<file path="src/rtl/ss_ddram_responder.sv">
// Savestate-to-DDRAM bridge: turns toggle-handshake word requests into single-beat DDRAM commands.
// Optional one-entry read cache enabled by defining SS_DDRAM_RDCACHE_EN.
module ss_ddram_responder #(
  parameter logic [28:0] BASE_ADDR = 29'h0600000
) (
  input  logic        clk,
  input  logic        reset_n,
  input  logic        ss_req,
  output logic        ss_ack,
  input  logic        ss_we,
  input  logic [18:0] ss_addr,
  input  logic [7:0]  ss_be,
  input  logic [63:0] ss_din,
  output logic [63:0] ss_dout,
  input  logic        ddram_busy,
  output logic [28:0] ddram_addr,
  output logic [7:0]  ddram_burstcnt,
  output logic        ddram_rd,
  output logic        ddram_we,
  output logic [63:0] ddram_din,
  output logic [7:0]  ddram_be,
  input  logic [63:0] ddram_dout,
  input  logic        ddram_dout_ready
);

  localparam int unsigned AW  = 29;
  localparam int unsigned SAW = 19;
  localparam int unsigned DW  = 64;
  localparam int unsigned BEW = 8;

  typedef enum logic [1:0] {
    IDLE    = 2'd0,
    WR_CMD  = 2'd1,
    RD_CMD  = 2'd2,
    RD_WAIT = 2'd3
  } state_e;

  state_e           state_q, state_d;
  logic             ack_q, ack_d;
  logic [DW-1:0]    dout_q, dout_d;
  logic [AW-1:0]    addr_q, addr_d;
  logic             rd_q, rd_d;
  logic             we_q, we_d;
  logic [DW-1:0]    din_q, din_d;
  logic [BEW-1:0]   be_q, be_d;

`ifdef SS_DDRAM_RDCACHE_EN
  logic             hit_q, hit_d;
  logic [SAW-1:0]   tag_q, tag_d;
  logic             cvalid_q, cvalid_d;
  logic [SAW-1:0]   ctag_q, ctag_d;
  logic [DW-1:0]    cdata_q, cdata_d;
`endif

  // Next-state and output decode
  always_comb begin
    state_d = state_q;
    ack_d   = ack_q;
    dout_d  = dout_q;
    addr_d  = addr_q;
    rd_d    = rd_q;
    we_d    = we_q;
    din_d   = din_q;
    be_d    = be_q;
`ifdef SS_DDRAM_RDCACHE_EN
    hit_d    = hit_q;
    tag_d    = tag_q;
    cvalid_d = cvalid_q;
    ctag_d   = ctag_q;
    cdata_d  = cdata_q;
`endif

    case (state_q)
      IDLE: begin
        if (ss_req != ack_q) begin
          addr_d = BASE_ADDR + AW'(ss_addr);
`ifdef SS_DDRAM_RDCACHE_EN
          tag_d = ss_addr;
`endif
          if (ss_we) begin
            we_d    = 1'b1;
            din_d   = ss_din;
            be_d    = ss_be;
            state_d = WR_CMD;
`ifdef SS_DDRAM_RDCACHE_EN
            cvalid_d = 1'b0;
`endif
          end else begin
            be_d = {BEW{1'b1}};
`ifdef SS_DDRAM_RDCACHE_EN
            // A hit skips DDRAM; RD_WAIT completes it on the next edge
            if (cvalid_q && (ctag_q == ss_addr)) begin
              hit_d   = 1'b1;
              state_d = RD_WAIT;
            end else begin
              hit_d   = 1'b0;
              rd_d    = 1'b1;
              state_d = RD_CMD;
            end
`else
            rd_d    = 1'b1;
            state_d = RD_CMD;
`endif
          end
        end
      end

      WR_CMD: begin
        if (!ddram_busy) begin
          we_d    = 1'b0;
          ack_d   = ~ack_q;
          state_d = IDLE;
        end
      end

      RD_CMD: begin
        if (!ddram_busy) begin
          rd_d    = 1'b0;
          state_d = RD_WAIT;
        end
      end

      RD_WAIT: begin
`ifdef SS_DDRAM_RDCACHE_EN
        if (hit_q) begin
          dout_d  = cdata_q;
          ack_d   = ~ack_q;
          hit_d   = 1'b0;
          state_d = IDLE;
        end else
`endif
        if (ddram_dout_ready) begin
          dout_d  = ddram_dout;
          ack_d   = ~ack_q;
          state_d = IDLE;
`ifdef SS_DDRAM_RDCACHE_EN
          cvalid_d = 1'b1;
          ctag_d   = tag_q;
          cdata_d  = ddram_dout;
`endif
        end
      end

      default: state_d = IDLE;
    endcase
  end

  // State and output registers
  always_ff @(posedge clk or negedge reset_n) begin
    if (!reset_n) begin
      state_q <= IDLE;
      ack_q   <= 1'b0;
      dout_q  <= '0;
      addr_q  <= BASE_ADDR;
      rd_q    <= 1'b0;
      we_q    <= 1'b0;
      din_q   <= '0;
      be_q    <= {BEW{1'b1}};
`ifdef SS_DDRAM_RDCACHE_EN
      hit_q    <= 1'b0;
      tag_q    <= '0;
      cvalid_q <= 1'b0;
      ctag_q   <= '0;
      cdata_q  <= '0;
`endif
    end else begin
      state_q <= state_d;
      ack_q   <= ack_d;
      dout_q  <= dout_d;
      addr_q  <= addr_d;
      rd_q    <= rd_d;
      we_q    <= we_d;
      din_q   <= din_d;
      be_q    <= be_d;
`ifdef SS_DDRAM_RDCACHE_EN
      hit_q    <= hit_d;
      tag_q    <= tag_d;
      cvalid_q <= cvalid_d;
      ctag_q   <= ctag_d;
      cdata_q  <= cdata_d;
`endif
    end
  end

  assign ss_ack         = ack_q;
  assign ss_dout        = dout_q;
  assign ddram_addr     = addr_q;
  assign ddram_burstcnt = 8'd1;
  assign ddram_rd       = rd_q;
  assign ddram_we       = we_q;
  assign ddram_din      = din_q;
  assign ddram_be       = be_q;

endmodule
</file>
<file path="config.mk">
export PLATFORM = sky130hd
export DESIGN_NAME = ss_ddram_responder
export DESIGN_NICKNAME = d
export VERILOG_FILES = /design/src/rtl/ss_ddram_responder.sv
export SDC_FILE = /design/constraint.sdc
export NUM_CORES = 1
export LEC_CHECK = 0
export BUFFER_PORTS_ARGS = -buffer_cell sky130_fd_sc_hd__buf_2
export CORE_MARGIN = 5
export CORE_UTILIZATION = 32
export CTS_CLUSTER_DIAMETER = 150
export DETAILED_ROUTE_END_ITERATION = 8
export PLACE_DENSITY = 0.7
export SETUP_SLACK_MARGIN = 0.5
export SLEW_MARGIN = 20
export SYNTH_ARGS = -nofsm -noshare
export SYNTH_HDL_FRONTEND = slang
export SYNTH_SLANG_ARGS = --single-unit
</file>
<file path="constraint.sdc">
create_clock -name clk -period 1.89 [get_ports clk]
set_input_delay 0.0945 -clock clk [delete_from_list [all_inputs] [get_ports clk]]
set_output_delay 0.0945 -clock clk [all_outputs]
set_load 0.02 [all_outputs]
</file>
==> results of run 1 <==
cells in the mapped netlist (all sizes together), types with 2 or more instances:
library cell  count
nand2             4
clkbuf            4
xnor2             2
conb              2
o21ai             2
nand2b            9
buf              33
o31ai             3
dfrtp           152
mux2            155
dfstp             8
what timing repair did:
item	4_1_cts	5_1_grt
cloned	8	3
resized for setup	30	39
endpoints found under the setup margin	154	159
endpoints found under the hold margin	277	0
pin swaps	1	0
setup buffers	12	4
hold buffers	158	0
cell usage in the layout, fill, tap and decap left out, types with 7 or more instances in the layout:
cell,count
buf_16,8
buf_6,7
buf_12,14
clkbuf_16,20
buf_2,317
conb_1,18
mux2_2,76
dlygate4sd3_1,158
nand2b_1,9
dfrtp_1,151
mux2_4,79
dfstp_2,8
state kept, by name (all words and copies together) (netlist names):
signal      cells
ss_dout        64
state_q         2
ddram_addr     19
ddram_we        1
ddram_be        8
ss_ack          1
ddram_din      64
ddram_rd        1
final cells by class:
| class | instances | area (um^2) |
|---|---|---|
| Antenna cell | 1 | 2.502 |
| Clock buffer | 20 | 466.7 |
| Clock inverter | 12 | 122.6 |
| Fill cell | 1492 | 8329 |
| Inverter | 1 | 3.754 |
| Multi-Input combinational cell | 199 | 2286 |
| Sequential cell | 160 | 4015 |
| Tap cell | 265 | 331.6 |
| Timing Repair Buffer | 515 | 3905 |
logic make-up after synthesis:
group / after synthesis / share of synthesized area, %
XOR/XNOR: 2 / 0.2766
flip-flops: 160 / 63.37
other: 2 / 0.1186
buffers and inverters: 38 / 4.109
multiplexers: 155 / 29.81
AO/OA/AOI/OAI: 6 / 0.6125
AND/OR/NAND/NOR: 18 / 1.699
worst max-delay path, delay by kind of cell (launching register included):
| kind | cells | cell delay, ns |
|---|---|---|
| buf+inv | 1 | 0.22 |
| flops | 1 | 0.42 |
| simple gates | 1 | 0.53 |
| xor+xnor | 1 | 0.13 |
| mux | 1 | 0.35 |
stage by stage:
step | utilization [%] | hold WS, ns
after global routing | 57.19 | 0.05266
after floorplan | - | -0.2011
after detailed placement | 42.24 | 0.06110
after global placement | 42.24 | 0.06566
final | 57.20 | 0.06894
after CTS | 55.73 | 0.02074
worst min-delay path by stage:
stage                                      endpoint  slack (ns)  depth (start not counted)
final                          ddram_rd$_DFFE_PN0P_        0.07                          2
after global routing         state_q[1]$_DFFE_PN0P_        0.05                          2
after CTS                      ddram_rd$_DFFE_PN0P_        0.02                          2
after detailed placement    ss_dout[25]$_DFFE_PN0P_        0.06                          1
after global placement      ss_dout[25]$_DFFE_PN0P_        0.07                          1
after floorplan           ddram_addr[0]$_DFFE_PN0P_       -0.20                          0
routing by layer:
layer | up-vias | GRT usage, % | share of wire, %
li1 | 2329 | - | -
met1 | 2518 | 19.21 | 38
met2 | 218 | 30.34 | 52
met3 | 37 | 5.930 | 8.3
met4 | 0 | 5.984 | 2.3
met5 | - | 0 | 0
power by group through the flow:
stage | registers (mW) | clock network [mW] | logic [mW]
2_1_floorplan | 8.23 | 0 | 2.90
4_1_cts | 6.06 | 3.54 | 8.37
5_1_grt | 6.34 | 3.69 | 9.25
3_3_place_gp | 6.04 | 0 | 7.43
3_5_place_dp | 6.10 | 0 | 7.57
6_report | 6.14 | 3.43 | 8.76
==> results.md, run 1 <==
- The average instance in the mapped netlist occupies around 17 um^2.
- The post-synthesis cell count is ~380.
- For the final database, setup skew stands at just over 0.009 ns.
- The clock tree from TritonCTS is built.
- The placed cell area is 0.008222 mm^2.
- The wire length of the first global-routing pass is between 30000 and 40000 um.
- The analysis attributes to net switching a power of roughly 6.8 mW.
- The final setup slack of the worst path is between 0.06 and 0.07 ns.
- Summed over all layers, the routed wires come to between 20000 and 25000 um.
- The required time at the worst-slack endpoint is between 2 and 2.5 ns.
- The number of flops mapped to enable cells by yosys is 0.
- The relative area change from synthesis to final layout is 75.78%.
- The most critical setup path has its startpoint at ss_ack$_DFFE_PN0P_.
- The fraction of power spent switching nets is between 30% and 40%.
- The library cell contributing the largest single delay on the critical path is or4b_4.
- The x dimension of the die is 150.7 um.
- The final clock period utilization by the worst path is a little over nine tenths.
- Dividing total power by cell area gives a power density of between 1500 and 2000 mW/mm^2.
- The min-delay analysis places its worst path in the category in2reg.
- The number of global-route vias before repair was approximately 5600.
- The worst setup path is captured at a register.
- The worst setup path is launched from a register.
- The Yosys step of the flow raised 0 warnings.
- The startpoint of the most critical register-to-register path is ss_ack$_DFFE_PN0P_.
- The all-layer global routing usage is 17.15%.
- The number of cells after detailed placement is 955.
- The static power due to leakage is roughly 5.5 nW.
- The number of ports placed on the die boundary is around 340.
- The combinational fraction of design power is between 40% and 50%.
- Across the run, the number of max-cap violations was 0.
- The top cell type by area accounts for approximately 60% of the synthesized area.
- The sequential fraction of the synthesis area is between 60% and 70%.
- The final period demand of the worst path is approximately 1.8 ns.
- The final number of hold-violating endpoints was 0.
- The initial detailed-routing violation count is 137.
- The clock power share is roughly a fifth.
- The upper clock frequency limit is 0.5493 GHz.
- The most used flip-flop cell after synthesis is dfrtp_1.
- The worst-case IR drop observed on VDD is 0.8025 mV.
- The worst setup path is of the reg2reg kind.
- By area the synthesized netlist is led by dfrtp_1 60%, mux2_2 21%, mux2_4 9.0%.
- The routed via count is 5102.
- Sequential cells account for around a third of the total power.
- The combined area of all synthesized cells is around 0.0063 mm^2.
- Before CTS, the worst setup slack after placement is ~0.11 ns.
- The run finished with clean final reports.
- In the routed design, unresolved DRC markers number 0.
- Clock latency on the worst-skew pair, taken at its later pin, is slightly above 0.4 ns.
- The final count of pins violating max slew is 0.
- The die outline area is between 0.02 and 0.025 mm^2.
- The sum of negative setup slack is 0 ns.
- The number of different library cells used by synthesis comes to 21.
- The worst register-to-register path has a depth of 4.
- The longest individual stage delay on the worst path is 0.53 ns.
- The worst setup slack for register-to-register paths is around 0.069 ns.
- The initial antenna violation count is 0.
- The number of synthesized register bits is 160.
- The final layout contains roughly 1100 nets.
- The global placement routability congestion is between 0.7 and 0.8.
- During placement, the flow inserted port buffers numbering ~320.
- The endpoint identified for the worst register-to-register timing path is ddram_din[60]$_DFFE_PN0P_.
- Setup violations remaining at the end of the flow were counted as 0.
- The count of nets left with antenna violations after detail routing is 0.
- The wire length per cell after detailed routing is approximately 18 um.
- After floorplanning, the core was sized to cover about 0.019 mm^2.
- Following the worst setup path forward leads to its endpoint at ddram_din[60]$_DFFE_PN0P_.
- Of all nets on the critical path, the largest fanout is 46.
- The vertical die dimension is about 150 um.
- The critical path goes through xnor2_2 -> or4b_4 -> buf_12 -> mux2_4.
- Of all flip-flops after synthesis, the portion carrying an async set or reset was between 90% and 100%.
- The TritonCTS buffer count is 17.
- The largest total area in the synthesized netlist belongs to dfrtp_1.
- The critical path data arrival time is 2.11 ns.
- The completed layout was analyzed and its total power is between 15 and 20 mW.
- The number of cell rows is 51.
- Setup repair after global routing could not meet its margin everywhere.
- The H-tree depth is 4.
- Entering global routing, the biggest net connects 47 pins.
- The HPWL after detailed placement is ~12000 um.
- The initial utilization of the core area, before any placement, comes to approximately 33%.
- The total overflow left after global routing is 0.
- The count of cells in the finished layout, fillers not included, comes to approximately 1200.
- The first TritonRoute pass finished after 4 iterations.
- The fraction of layout cells with a size suffix above 1 is 61.30%.
- Summing all non-filler instances in the final layout gives an area of 0.01113 mm^2.
- The worst hold path begins at ss_we.
- For this design, the sink count on the clock tree is 160.
- The buffer cell driving the clock tree root is clkbuf_16.
- Internal power comes to about 11 mW.
- After clock tree synthesis, the clock-pin slew on the worst setup and hold paths is ~0.070 ns.
- After detailed routing, the number of vias per cell comes to about 4.3.
- In this run the deepest clock path goes through 2 buffers.
No activity file was read; power rests on OpenSTA's default activity.
==> run 2, diff against run 1 <==
ABC_AREA = 1   (was unset)
==> results.md, run 2 <==
- The placed cell area is about 0.0084 mm^2.
- Summing over every cut layer, the via total after detailed routing is ~6700.
- In the synthesized netlist the dominant register cell turns out to be dfrtp_1.
- The synthesized design devotes to its leading area cell type about three fifths of total area.
- Clock tree synthesis selected as its root buffer the cell clkbuf_16.
- The final clock period utilization by the worst path is a little under three quarters.
- The total congestion overflow after global routing is 0.
- From bottom edge to top edge, the die measures ~150 um.
- Across the run, the number of max-cap violations was 0.
- Pin placement for this block handled 337 I/O pins.
- The global placement routability congestion is between 0.8 and 0.9.
- In this run, CTS created clock tree buffers numbering 17.
- The sum of internal, switching and leakage power is ~17 mW.
- The antenna diode instance count is 0.
- Yosys attributes the largest share of cell area to dfrtp_1 59%, nand2_1 16%, o21ai_0 5.8%.
- TritonCTS built the clock tree.
- In this run the standard cell core region covers 0.02004 mm^2.
- The number of synthesized register bits is 160.
- The area used by multi-input combinational logic is 0.001934 mm^2.
- The wire length of the first global-routing pass is ~36000 um.
- The most common cell in the synthesized netlist is nand2_1.
- The HPWL after detailed placement is ~14000 um.
- Setup slack on the worst reg-to-reg path comes out at between 0.5 and 0.6 ns.
- Measured in cells, the most critical reg-to-reg path has a length of 6.
- The final-stage net count is 1364.
- After routing the design area is roughly 0.011 mm^2.
- The synthesized area divided by synthesized cell count is slightly below 9 um^2.
- The fraction of layout cells with a size suffix above 1 is approximately a third.
- The number of warnings issued by yosys is 0.
- The maximum buffer depth of the clock tree is 2.
- The tightest slew margin relative to the limit is around 56%.
- Setup repair after global routing could not meet its margin everywhere.
- Wires add up to 23440 um.
- The combined area of all synthesized cells is roughly 0.0065 mm^2.
- The number of cell rows is between 50 and 60.
- The number of flops mapped to enable cells by yosys is 0.
- The clock transition at the register clock pins on the worst setup and hold paths after CTS is 0.06 ns.
- The maximum fanout count along the critical path is 12.
- STA classifies the critical path startpoint as a register.
- The cell depth of the worst min-delay path is 3.
- The insertion delay of the later-clocked pin in the worst-skew pair is approximately 0.41 ns.
- The count of nets left with antenna violations after detail routing is 0.
- Counting the fill cells in the layout gives 1717.
- The final number of hold-violating endpoints is 0.
- The required time at the worst-slack endpoint is between 2 and 2.5 ns.
- The initial antenna violation count is 0.
- Entering global routing, the biggest net connects 61 pins.
- Across every metal layer, demand over resource in global routing totals about a fifth.
- Dividing the detail-routed wire length by the instance count gives ~16 um.
- The worst-case IR drop observed on VDD is 0.8822 mV.
- The post-synthesis cell type count is 20.
- The commonest cells after synthesis are 270 x nand2_1, 152 x dfrtp_1, 75 x o21ai_0.
- For this design, the sink count on the clock tree is 160.
- Dividing total power by cell area gives a power density of about 1600 mW/mm^2.
- The final count of pins violating max slew is 0.
- The commonest non-fill, non-tap cell in the layout is buf_2.
- The flow ran to the end, and the final reports show no timing, DRC or antenna violations.
- The critical path endpoint category is a register.
- The transition time at the pin with the least slew margin is ~0.66 ns.
- Compared with the post-synthesis result, the final layout area differs by 66.34%.
- The total of endpoints with negative setup slack in the final report is 0.
- For the final routed database, the setup TNS stands at 0 ns.
- The sequential fraction of the synthesis area is 62.19%.
- The critical path is of the reg2reg type.
- For this run, design rule violations remaining after detail routing come to 0.
- The pre-antenna-repair detailed-routing pass consisted of 5 iterations.
- The top cell types in the final layout, fill and taps aside, are 317 x buf_2, 269 x nand2_1, 156 x dlygate4sd3_1.
- In this run the number of H-tree levels came out at 4.
- The top cell type by total area after synthesis is dfrtp_1.
- The upper clock frequency limit is 0.7375 GHz.
- The average via count per standard cell is approximately 4.5.
- The first routing iteration left 360 violations.
- The static power due to leakage is roughly 6.0 nW.
- The die outline area is around 0.023 mm^2.
- The routed design could run at a clock period as short as ~1.4 ns.
- For the final database, setup skew stands at 0.007112 ns.
- The class of the tightest hold or removal check is in2reg.
- The fraction of registers with async set or reset after synthesis is 100.0%.
- The worst hold slack across all endpoints is around 0.052 ns.
- Synthesis produced 721 cells.
- The number of input and output port buffers inserted is 318.
- The critical path data arrival time is 1.64 ns.
- Across the whole layout, storage elements account for roughly 0.0040 mm^2.
- Once the floorplan was initialized, standard cells occupied between 30% and 40% of the core.
- The x dimension of the die is ~150 um.
- The number of global-route vias before repair was about 6700.
run 2: logic make-up after synthesis:
kind of cell    count (synthesis)  synth area share [%]
xor+xnor                        1                0.1357
buf+inv                       128                 9.209
simple gates                  353                 22.33
other cells                     2                0.1164
flops                         160                 62.19
compound gates                 77                 6.010
run 2: layout make-up:
cell class	instances	area share (%)
Clock buffer	20	4.254
Clock inverter	12	0.9324
Sequential cell	160	37.40
Multi-Input combinational cell	449	18.02
Timing Repair Buffer	505	33.68
Inverter	70	2.564
Tap cell	270	3.147
run 2: path summary, 6_finish.rpt:
check / from / endpoint
setup / recovery: state_q[1]$_DFFE_PN0P_ / ss_dout[21]$_DFFE_PN0P_
hold / removal: ddram_dout_ready / state_q[1]$_DFFE_PN0P_
setup reg to reg: state_q[1]$_DFFE_PN0P_ / ss_dout[21]$_DFFE_PN0P_
hold reg to reg: ddram_din[61]$_DFFE_PN0P_ / ddram_din[61]$_DFFE_PN0P_
max in group asynchronous: reset_n / ddram_din[49]$_DFFE_PN0P_
min in group asynchronous: reset_n / ddram_addr[10]$_DFFE_PN0P_
run 2: report_power, final:
group | switching (mW) | internal (mW) | total [mW]
Combinational | 4.84 | 2.63 | 7.47
Clock | 1.47 | 1.78 | 3.25
Sequential | 0.905 | 5.08 | 5.98
run 2: metal layers:
metal / up-vias / part of all wire [%] / GRT usage [%]
met5: - / 0 / 0
met4: 0 / 2.6 / 6.250
met3: 40 / 8.6 / 6.143
met2: 367 / 49 / 32.01
met1: 3144 / 39 / 22.95
li1: 3163 / - / -
run 2: stage by stage:
step | setup slack, ns | cells | util (%)
6_report | 0.5341 | 1486 | 53.57
3_5_place_dp | 0.3621 | 1287 | 41.71
5_1_grt | 0.4339 | 1486 | 53.57
2_1_floorplan | 0.5450 | 737 | -
3_3_place_gp | 0.4286 | 1287 | 41.71
4_1_cts | 0.5242 | 1478 | 52.73
run 2: critical path, stage by stage, from the launching register on:
cell and delay (ns):
dfrtp_1 0.38, buf_4 0.18, nand3_4 0.19, buf_4 0.20, buf_4 0.16, nand2_1 0.06, o21ai_0 0.07
run 2: what timing repair did:
item / 4_1_cts / 5_1_grt
setup endpoints to repair: 53 / 83
setup buffers: 1 / 3
resized for setup: 6 / 11
cloned: 2 / 5
endpoints found under the hold margin: 199 / 0
hold buffers: 156 / 0
pin swaps: 1 / 0
